==> src/rtl/sub_serial_pkg.sv <==
`default_nettype none
// ============================================================================
//  Module  : sub_serial_pkg
//  Purpose : Shared types and constants for the bit-serial subtractor.
//            Holds the FSM state encoding and the default operand width.
//  Ports   : none (package)
//  Rev     : 1.0  initial release
// ============================================================================
package sub_serial_pkg;

   localparam int DEFAULT_WIDTH = 8;

   typedef enum logic [1:0] {
      IDLE = 2'd0,
      SUB  = 2'd1,
      DONE = 2'd2
   } state_t;

endpackage : sub_serial_pkg
`default_nettype wire

==> src/rtl/serial_sub_cell.sv <==
`default_nettype none
// ============================================================================
//  Module  : serial_sub_cell
//  Purpose : Combinational one-bit full subtractor (a - b - borrow_in).
//  Ports   : a_bit_i  - minuend bit
//            b_bit_i  - subtrahend bit
//            bin_i    - borrow in
//            d_o      - difference bit
//            bout_o   - borrow out
//  Rev     : 1.0  initial release
// ============================================================================
module serial_sub_cell (
   input  logic a_bit_i,
   input  logic b_bit_i,
   input  logic bin_i,
   output logic d_o,
   output logic bout_o
);

   logic w_axb;

   assign w_axb  = a_bit_i ^ b_bit_i;
   assign d_o    = w_axb ^ bin_i;
   // Borrow when a=0,b=1, or when the bits are equal and a borrow is pending.
   assign bout_o = (~a_bit_i & b_bit_i) | (~w_axb & bin_i);

endmodule : serial_sub_cell
`default_nettype wire

==> src/rtl/sub_serial.sv <==
`default_nettype none
// ============================================================================
//  Module  : sub_serial
//  Purpose : Bit-serial subtractor, out = a - b (mod 2^WIDTH), LSB first,
//            one bit per clock. Operands load on en in IDLE, the result is
//            shifted into out, then held with done until en is released.
//  Ports   : clk        - rising-edge clock
//            rst_n      - asynchronous active-low reset
//            en         - start level (sampled in IDLE and DONE only)
//            a, b       - minuend / subtrahend, captured on the load edge
//            out        - difference register
//            borrow_out - final borrow (1 = a < b unsigned)
//            done       - high while in DONE
//  Rev     : 1.0  initial release
// ============================================================================
module sub_serial
   import sub_serial_pkg::*;
#(
   parameter int WIDTH = DEFAULT_WIDTH,
   parameter int CW    = $clog2(WIDTH)
) (
   input  logic             clk,
   input  logic             rst_n,
   input  logic             en,
   input  logic [WIDTH-1:0] a,
   input  logic [WIDTH-1:0] b,
   output logic [WIDTH-1:0] out,
   output logic             borrow_out,
   output logic             done
);

   state_t           state_q, state_d;
   logic [WIDTH-1:0] a_q, a_d;
   logic [WIDTH-1:0] b_q, b_d;
   logic [WIDTH-1:0] out_q, out_d;
   logic [CW-1:0]    count_q, count_d;
   logic             borrow_q, borrow_d;
   logic             borrow_out_q, borrow_out_d;
   logic             done_q, done_d;

   logic             w_diff;
   logic             w_bout;

   serial_sub_cell u_cell (
      .a_bit_i (a_q[0]),
      .b_bit_i (b_q[0]),
      .bin_i   (borrow_q),
      .d_o     (w_diff),
      .bout_o  (w_bout)
   );

   always_ff @(posedge clk or negedge rst_n) begin
      if (!rst_n) begin
         state_q      <= IDLE;
         a_q          <= '0;
         b_q          <= '0;
         out_q        <= '0;
         count_q      <= '0;
         borrow_q     <= 1'b0;
         borrow_out_q <= 1'b0;
         done_q       <= 1'b0;
      end else begin
         state_q      <= state_d;
         a_q          <= a_d;
         b_q          <= b_d;
         out_q        <= out_d;
         count_q      <= count_d;
         borrow_q     <= borrow_d;
         borrow_out_q <= borrow_out_d;
         done_q       <= done_d;
      end
   end

   always_comb begin
      state_d      = state_q;
      a_d          = a_q;
      b_d          = b_q;
      out_d        = out_q;
      count_d      = count_q;
      borrow_d     = borrow_q;
      borrow_out_d = borrow_out_q;
      done_d       = done_q;

      case (state_q)
         IDLE: begin
            if (en) begin
               a_d      = a;
               b_d      = b;
               borrow_d = 1'b0;
               count_d  = '0;
               out_d    = '0;
               done_d   = 1'b0;
               state_d  = SUB;
            end
         end

         SUB: begin
            // Result bits enter at the MSB so the LSB-first stream lands aligned.
            out_d    = {w_diff, out_q[WIDTH-1:1]};
            a_d      = a_q >> 1;
            b_d      = b_q >> 1;
            borrow_d = w_bout;
            if (count_q == CW'(WIDTH - 1)) begin
               // Last bit: hold the counter at its terminal value.
               state_d      = DONE;
               done_d       = 1'b1;
               borrow_out_d = w_bout;
            end else begin
               count_d = count_q + CW'(1);
            end
         end

         DONE: begin
            // Leaving needs en low, so a held en cannot retrigger.
            if (!en) begin
               state_d = IDLE;
               done_d  = 1'b0;
            end
         end

         default: begin
            state_d = IDLE;
         end
      endcase
   end

   assign out        = out_q;
   assign borrow_out = borrow_out_q;
   assign done       = done_q;

endmodule : sub_serial
`default_nettype wire

==> config.mk <==
export PLATFORM = sky130hd
export DESIGN_NAME = sub_serial
export DESIGN_NICKNAME = d
export VERILOG_FILES = /design/src/rtl/sub_serial_pkg.sv /design/src/rtl/serial_sub_cell.sv /design/src/rtl/sub_serial.sv
export SDC_FILE = /design/constraint.sdc
export NUM_CORES = 1
export LEC_CHECK = 0
export BUFFER_PORTS_ARGS = -buffer_cell sky130_fd_sc_hd__buf_2
export CORE_UTILIZATION = 45
export DETAILED_ROUTE_END_ITERATION = 6
export PLACE_DENSITY = 0.67
export SLEW_MARGIN = 10
export SYNTH_ARGS = -nofsm -noshare
export SYNTH_HDL_FRONTEND = slang
export SYNTH_SLANG_ARGS = --single-unit
==> constraint.sdc <==
create_clock -name clk -period 1.54 [get_ports clk]
set_input_delay 0.308 -clock clk [delete_from_list [all_inputs] [get_ports clk]]
set_output_delay 0.308 -clock clk [all_outputs]
set_load 0.02 [all_outputs]
==> metrics.md, run 1 <==
| Metric | Value |
|---|---|
| Run status | finished clean |
| Post-synthesis cell area | 1500 um2 |
| Most used DFF post-synth | dfrtp_1 |
| Min-delay src | b[7] |
| Sequential fraction of the synthesis area | 0.535 |
| FF+latch count, synth | 32 |
| Crit. End Element | register |
| Place WS | 0.192 ns |
| Synth top area cells | dfrtp_1 53%, a21oi_2 5.3%, a22o_1 4.7% |
| R2r startpoint | count_q[0] |
| Worst Clk Skew | 0.00810 ns |
| Flop2flop setup slack | 0.17 ns |
| Period Utilization, post-route | 0.889 |
| HP Class | in -> reg |
| Gr ovfl total | 0 |
| Hold Path End | b_q[7] |
| Slew HR | 0.725 |
| Syn Nets | approximately 150 |
| Unrepaired setup endpoints after global routing | no |
| Global-route wire length before repair | between 5 and 6 mm |
| CTS Root Cell | clkbuf_4 |
| Largest net degree at the start of global routing | 18 |
| GP Congestion | 0.714 |
| Die width | approximately 60 um |
| Post-route ant nets | 0 |
| Synth async-reset ratio | 1.00 |
| IO Pins | 29 |
| # setup viols final | 0 |
| Reg2Reg Depth | 5 |
| Setup TNS | 0 ns |
| DIE HEIGHT | 59.7 um |
| Startpoint Class | register |
| Tot GR Track Use | 0.200 |
| Data required time of the critical path | about 1.8 ns |
| Ratio of cells with drive above 1 in the final layout | 0.433 |
| Hold Vio Cnt, Final | 0 |
| Top cells by count, synth | 32 x dfrtp_1, 10 x o22ai_1, 9 x a21oi_2, 9 x nor2_2, 8 x a22o_1 |
| Distinct cell type count after synthesis | 30 |
| Worst-path maximum fanout | 8 |
| Max layer used | met4 |
| Number of antenna violations at the first check in global routing | 0 |
| EDFF count, synth | 0 |
| Post-DP HPWL | between 2 and 2.5 mm |
| Worst Slack Setup Final | approximately 0.17 ns |
| Diode count | 0 |
| Core ar. | 3100 um2 |
| DRT Wirelength | between 3 and 4 mm |
| Die footprint | 3560 um2 |
| Via count | around 1,100 |
| CP Data Arrival Time | 1.64 ns |
| Num Clock Sinks | 32 |
| Leakage | between 0.7 and 0.8 nW |
| Actual slew at the worst max-slew pin | 0.412 ns |
| Pwr dens | ~2100 nW/um2 |
| Max-cap violation count | 0 |
| Reg-to-Reg End | count_q[1] |
| NumNets Final | 178 |
| Crit Path Class | reg -> reg |
| DRT met1 WL | 1.33 mm |
| Yosys warnings | 0 |
| Clk_lat worst skew | roughly 0.34 ns |
| CTS H-Tree Depth | 2 |
| Input/output buffers | 28 |
| Final Critical Period | 1.37 ns |
| Initial Util | 0.483 |
| Met2 Wirelength | 1.45 mm |
| Total CTS buffers | 5 |
| Share of the synthesized area in the top cell type | 0.535 |
| Area leader, netlist | dfrtp_1 |
| Post-DR wirelength/cell | 15.0 um |
| First drt pass iteration count | 4 |
| Detailed-route DRC error count | 0 |
| Mean Syn Cell Area | about 12 um2 |
| Hold path depth | 3 |
| Row cnt | 20 |
| Met3 wire length | around 140 um |
| Clk buf depth | 2 |
| Iter 0 DRT Violations | 30 |
| Worst-path clk slew | 0.11 ns |
| Setup bufs post-CTS | 0 |
| Pins Over Slew Limit | 0 |
| Layout Area Growth over Synthesis | 17.0% |
| Cell count after synthesis | 126 |
| Via density | 5.49 |
| Most frequent cell after synthesis | dfrtp_1 |
| Maximum clock frequency | roughly 730 MHz |
| Max VDD drop | 0.849 mV |
| CTS tree | built |
| Vias in the first global route | 1,096 |
==> metrics by stage <==
step / utilization / std cells / power [mW] / area, um2 / hold WS, ns
floorplan: - / 126 / 2.75 / 1500 / 0.0124
global placement: 0.535 / 192 / 3.03 / 1660 / 0.260
detailed placement: 0.535 / 192 / 3.12 / 1660 / 0.262
CTS: 0.564 / 201 / 3.77 / 1750 / 0.195
global route: 0.565 / 201 / 4.02 / 1750 / 0.201
finish: 0.565 / 201 / 3.73 / 1750 / 0.200
==> worst max-delay path: stages, from the launching register on <==
cell and delay [ns]:
dfrtp_1 0.43, ha_1 0.21, ha_1 0.26, nor2_1 0.15
a22oi_1 0.08, o2bb2ai_1 0.16
==> sequential cells by signal, summed over array words and instances (netlist names) <==
| signal | count |
|---|---|
| out | 8 |
| state_q | 2 |
| a_q | 8 |
| done | 1 |
| b_q | 8 |
| borrow_out | 1 |
| borrow_q | 1 |
| count_q | 3 |
==> metal layers <==
layer | up-vias | track usage
met2 | 25 | 0.319
met1 | 543 | 0.236
met3 | 9 | 0.0736
met4 | 0 | 0.0997
met5 | - | 0
li1 | 526 | -
==> power by group <==
| group | internal, mW | leakage [nW] | switching (mW) |
|---|---|---|---|
| Combinational | 0.733 | 0.364 | 0.858 |
| Sequential | 1.22 | 0.390 | 0.277 |
| Clock | 0.338 | 0.0412 | 0.305 |
==> logic make-up after synthesis <==
logic type / count (synthesis) / synth area share
adders and majority gates: 3 / 0.0301
buffers and inverters: 15 / 0.0635
and+or+nand+nor: 25 / 0.100
DFF: 32 / 0.535
AOI/OAI and AO/OA: 51 / 0.272
==> worst max-delay path by stage <==
stage / slack [ns] / cells past startpoint / start / endpoint
finish: 0.17 / 5 / count_q[0] / count_q[1]
global placement: 0.21 / 3 / state_q[0] / a_q[6]
CTS: 0.15 / 3 / state_q[0] / a_q[6]
floorplan: 0.24 / 6 / count_q[0] / count_q[1]
detailed placement: 0.19 / 3 / state_q[0] / a_q[6]
global route: 0.06 / 5 / count_q[0] / count_q[2]
==> final cells by class <==
type | count | area (um2)
sequential | 32 | 801
clock inverter | 3 | 42.5
timing repair buffer | 33 | 193
clock buffer | 5 | 37.5
inverter | 5 | 18.8
multi-input combinational | 79 | 604
tap | 44 | 55.1
fill | 302 | 1350
==> cell usage in the layout, fill, tap and decap left out, types with 2 or more instances in the layout <==
| master | n |
|---|---|
| o22ai_1 | 10 |
| dfrtp_1 | 32 |
| clkbuf_4 | 5 |
| buf_2 | 28 |
| o221a_2 | 4 |
| ha_1 | 2 |
| a22oi_1 | 3 |
| a22o_1 | 8 |
| a21oi_2 | 9 |
| nand2_1 | 4 |
| nor2_2 | 9 |
| o2bb2ai_1 | 4 |
| buf_4 | 3 |
| inv_1 | 4 |
| nor2_1 | 3 |
| a21oi_1 | 3 |
| nand3b_1 | 4 |
| o21ai_0 | 5 |
==> what timing repair did <==
item                                    CTS  global route
endpoints found under the hold margin    16             0
hold buffers                              1             0
endpoints found under the setup margin    0             1
resized for setup                         0             1
(Power assumes the default switching activity.)
==> inputs of run 2 (changes only) <==
- CORE_MARGIN: not set -> 4
==> run 2 against run 1 <==
Net effect:
- global-route usage down 3.3 points
- clock-buffer cell count grew 2
- design area increased by 0.14%
- core utilization shrank 0.37 points
- clock power rose by 12%
- largest cell class unchanged
- highest routed layer unchanged
==> metrics.md, run 2 (synthesized netlist as in run 1, its figures left out) <==
| Metric | Value |
|---|---|
| Run status | finished clean |
| Commonest non-fill, non-tap cell in the layout | dfrtp_1 |
| HP Class | in -> reg |
| GP Congestion | 0.728 (+2.0%) |
| Post-DP HPWL | 2.11 mm (+0.53%) |
| CTS H-Tree Depth | 2 (unchanged) |
| DIE HEIGHT | 65.7 um (+10%) |
| Post-Route Utilization | 0.561 (-0.00372) |
| Most frequent CP cell | ha_1 |
| Via count | 1,085 (-1.6%) |
| Iter 0 DRT Violations | 41 (+37%) |
| Largest net degree at the start of global routing | 33 (+15) |
| Layout fillers | 292 (-3.3%) |
| Crit. End Element | register |
| Leakage | 0.803 nW (+0.83%) |
| Initial Util | 0.479 (-0.00386) |
| Pwr dens | 2150 nW/um2 (+0.96%) |
| Ratio of cells with drive above 1 in the final layout | 0.433 (unchanged) |
| Tot GR Track Use | 0.166 (-0.0331) |
| CP peak stage delay | 0.43 ns (about the same) |
| Startpoint Class | register |
| Die footprint | 4320 um2 (+21%) |
| Vias in the first global route | 1,112 (+1.5%) |
| Gr ovfl total | 0 (unchanged) |
| IO Pins | 29 (unchanged) |
| Final Critical Period | 1.38 ns (+0.00920 ns) |
| # setup viols final | 0 (unchanged) |
| CP max-delay cell | dfrtp_1 |
| Worst-path maximum fanout | 8 (unchanged) |
| Worst Clk Skew | 0.0129 ns (+0.00480 ns) |
| Num Clock Sinks | 32 (unchanged) |
| Reg area | 801 um2 (unchanged) |
| Detailed-route DRC error count | 0 (unchanged) |
| Maximum clock frequency | 726 MHz (-0.67%) |
| First drt pass iteration count | 4 (unchanged) |
| Period Utilization, post-route | 0.895 (+0.00597) |
| DRT Wirelength | 3.03 mm (+0.93%) |
| Clk buf depth | 2 (unchanged) |
| Die width | 65.7 um (+10%) |
| Global-route wire length before repair | 5.33 mm (+6.3%) |
| Hold path depth | 2 (-1) |
| Hold Vio Cnt, Final | 0 (unchanged) |
| Post-DR wirelength/cell | 15.1 um (+0.93%) |
| Post-route ant nets | 0 (unchanged) |
| Slew HR | 0.733 (+0.00760) |
| Core ar. | 3130 um2 (+0.81%) |
| Data required time of the critical path | 1.80 ns (about the same) |
| Unrepaired setup endpoints after global routing | no |
| CTS Root Cell | clkbuf_4 |
| Worst-path clk slew | 0.10 ns (about the same) |
| Clk_lat worst skew | 0.34 ns (about the same) |
| Diode count | 0 (unchanged) |
| CTS tree | built |
| Number of antenna violations at the first check in global routing | 0 (unchanged) |
| Crit Path Class | reg -> reg |
| Area of the multi-input gates | 604 um2 (unchanged) |
| CP Data Arrival Time | 1.64 ns (about the same) |
| Pins Over Slew Limit | 0 (unchanged) |
| Actual slew at the worst max-slew pin | 0.401 ns (-0.0114 ns) |
| Via density | 5.40 (-1.6%) |
| Crit path cell chain | ha_1, ha_1, nor2_1, a22oi_1, o2bb2ai_1 |
| Row cnt | 20 (unchanged) |
| Max-cap violation count | 0 (unchanged) |
| Layout Area Growth over Synthesis | 17.1% |
| Setup bufs post-CTS | 0 (unchanged) |
| Design Power | 3.78 mW (+1.1%) |
| Input/output buffers | 28 (unchanged) |
| Setup TNS | 0 ns (unchanged) |
| Max VDD drop | 0.941 mV (+11%) |
| Most frequent cells in the layout | 32 x dfrtp_1, 28 x buf_2, 10 x o22ai_1 |
| Reg2Reg Depth | 5 (unchanged) |
| Total CTS buffers | 5 (unchanged) |
| NumNets Final | 178 (unchanged) |
==> run 2: cell count changes in the layout (fill, tap and decap cells not counted) <==
cell and delta:
clkinv_2 -1, buf_4 +1, clkinvlp_4 -1, clkbuf_8 +2, buf_12 -1
==> run 2: timing repair <==
action | in CTS | in global routing
endpoints found under the setup margin | 0 | 5
endpoints found under the hold margin | 18 | 0
gates resized for setup | 0 | 1
hold buffers | 1 | 0
==> run 2: critical path, delay by kind of cell (launching register included) <==
kind            cells  cell delay [ns]
simple gates        1             0.15
compound gates      2             0.24
fa+ha+maj           2             0.49
flops               1             0.43
==> run 2: area by class of cell <==
type	count	share of cell area
Tap cell	44	0.0314
Clock inverter	1	0.0171
Multi-Input combinational cell	79	0.345
Clock buffer	7	0.0371
Sequential cell	32	0.456
Timing Repair Buffer	33	0.103
Inverter	5	0.0107
==> run 2: final timing paths <==
path	start	to	slack (ns)
max	count_q[0]	count_q[1]	0.16
min	a[7]	a_q[7]	0.23
max reg2reg	count_q[0]	count_q[1]	0.16
min reg2reg	out[0]	out[0]	0.51
max in group asynchronous	rst_n	b_q[7]	0.73
min in group asynchronous	rst_n	out[3]	0.51
==> run 2: report_power, final <==
| part | internal (mW) | switching (mW) | total [mW] |
|---|---|---|---|
| Combinational | 0.714 | 0.824 | 1.54 |
| Sequential | 1.22 | 0.294 | 1.52 |
| Clock | 0.431 | 0.290 | 0.721 |
==> run 2: stage by stage <==
step	setup WS (ns)	cells	area, um2	hold slack (ns)
after floorplan	0.239	126	1500	0.0124
after global placement	0.163	192	1650	0.347
after detailed placement	0.128	192	1650	0.353
after CTS	0.109	201	1750	0.225
after global routing	0.0362	201	1750	0.227
final	0.162	201	1750	0.231
==> run 2: metal layers <==
| layer | global-route usage | part of all wire | vias up |
|---|---|---|---|
| met3 | 0.0462 | 0.051 | 8 |
| met2 | 0.274 | 0.49 | 22 |
| met1 | 0.200 | 0.44 | 532 |
| met5 | 0 | 0 | - |
| li1 | - | - | 523 |
| met4 | 0.0777 | 0.020 | 0 |
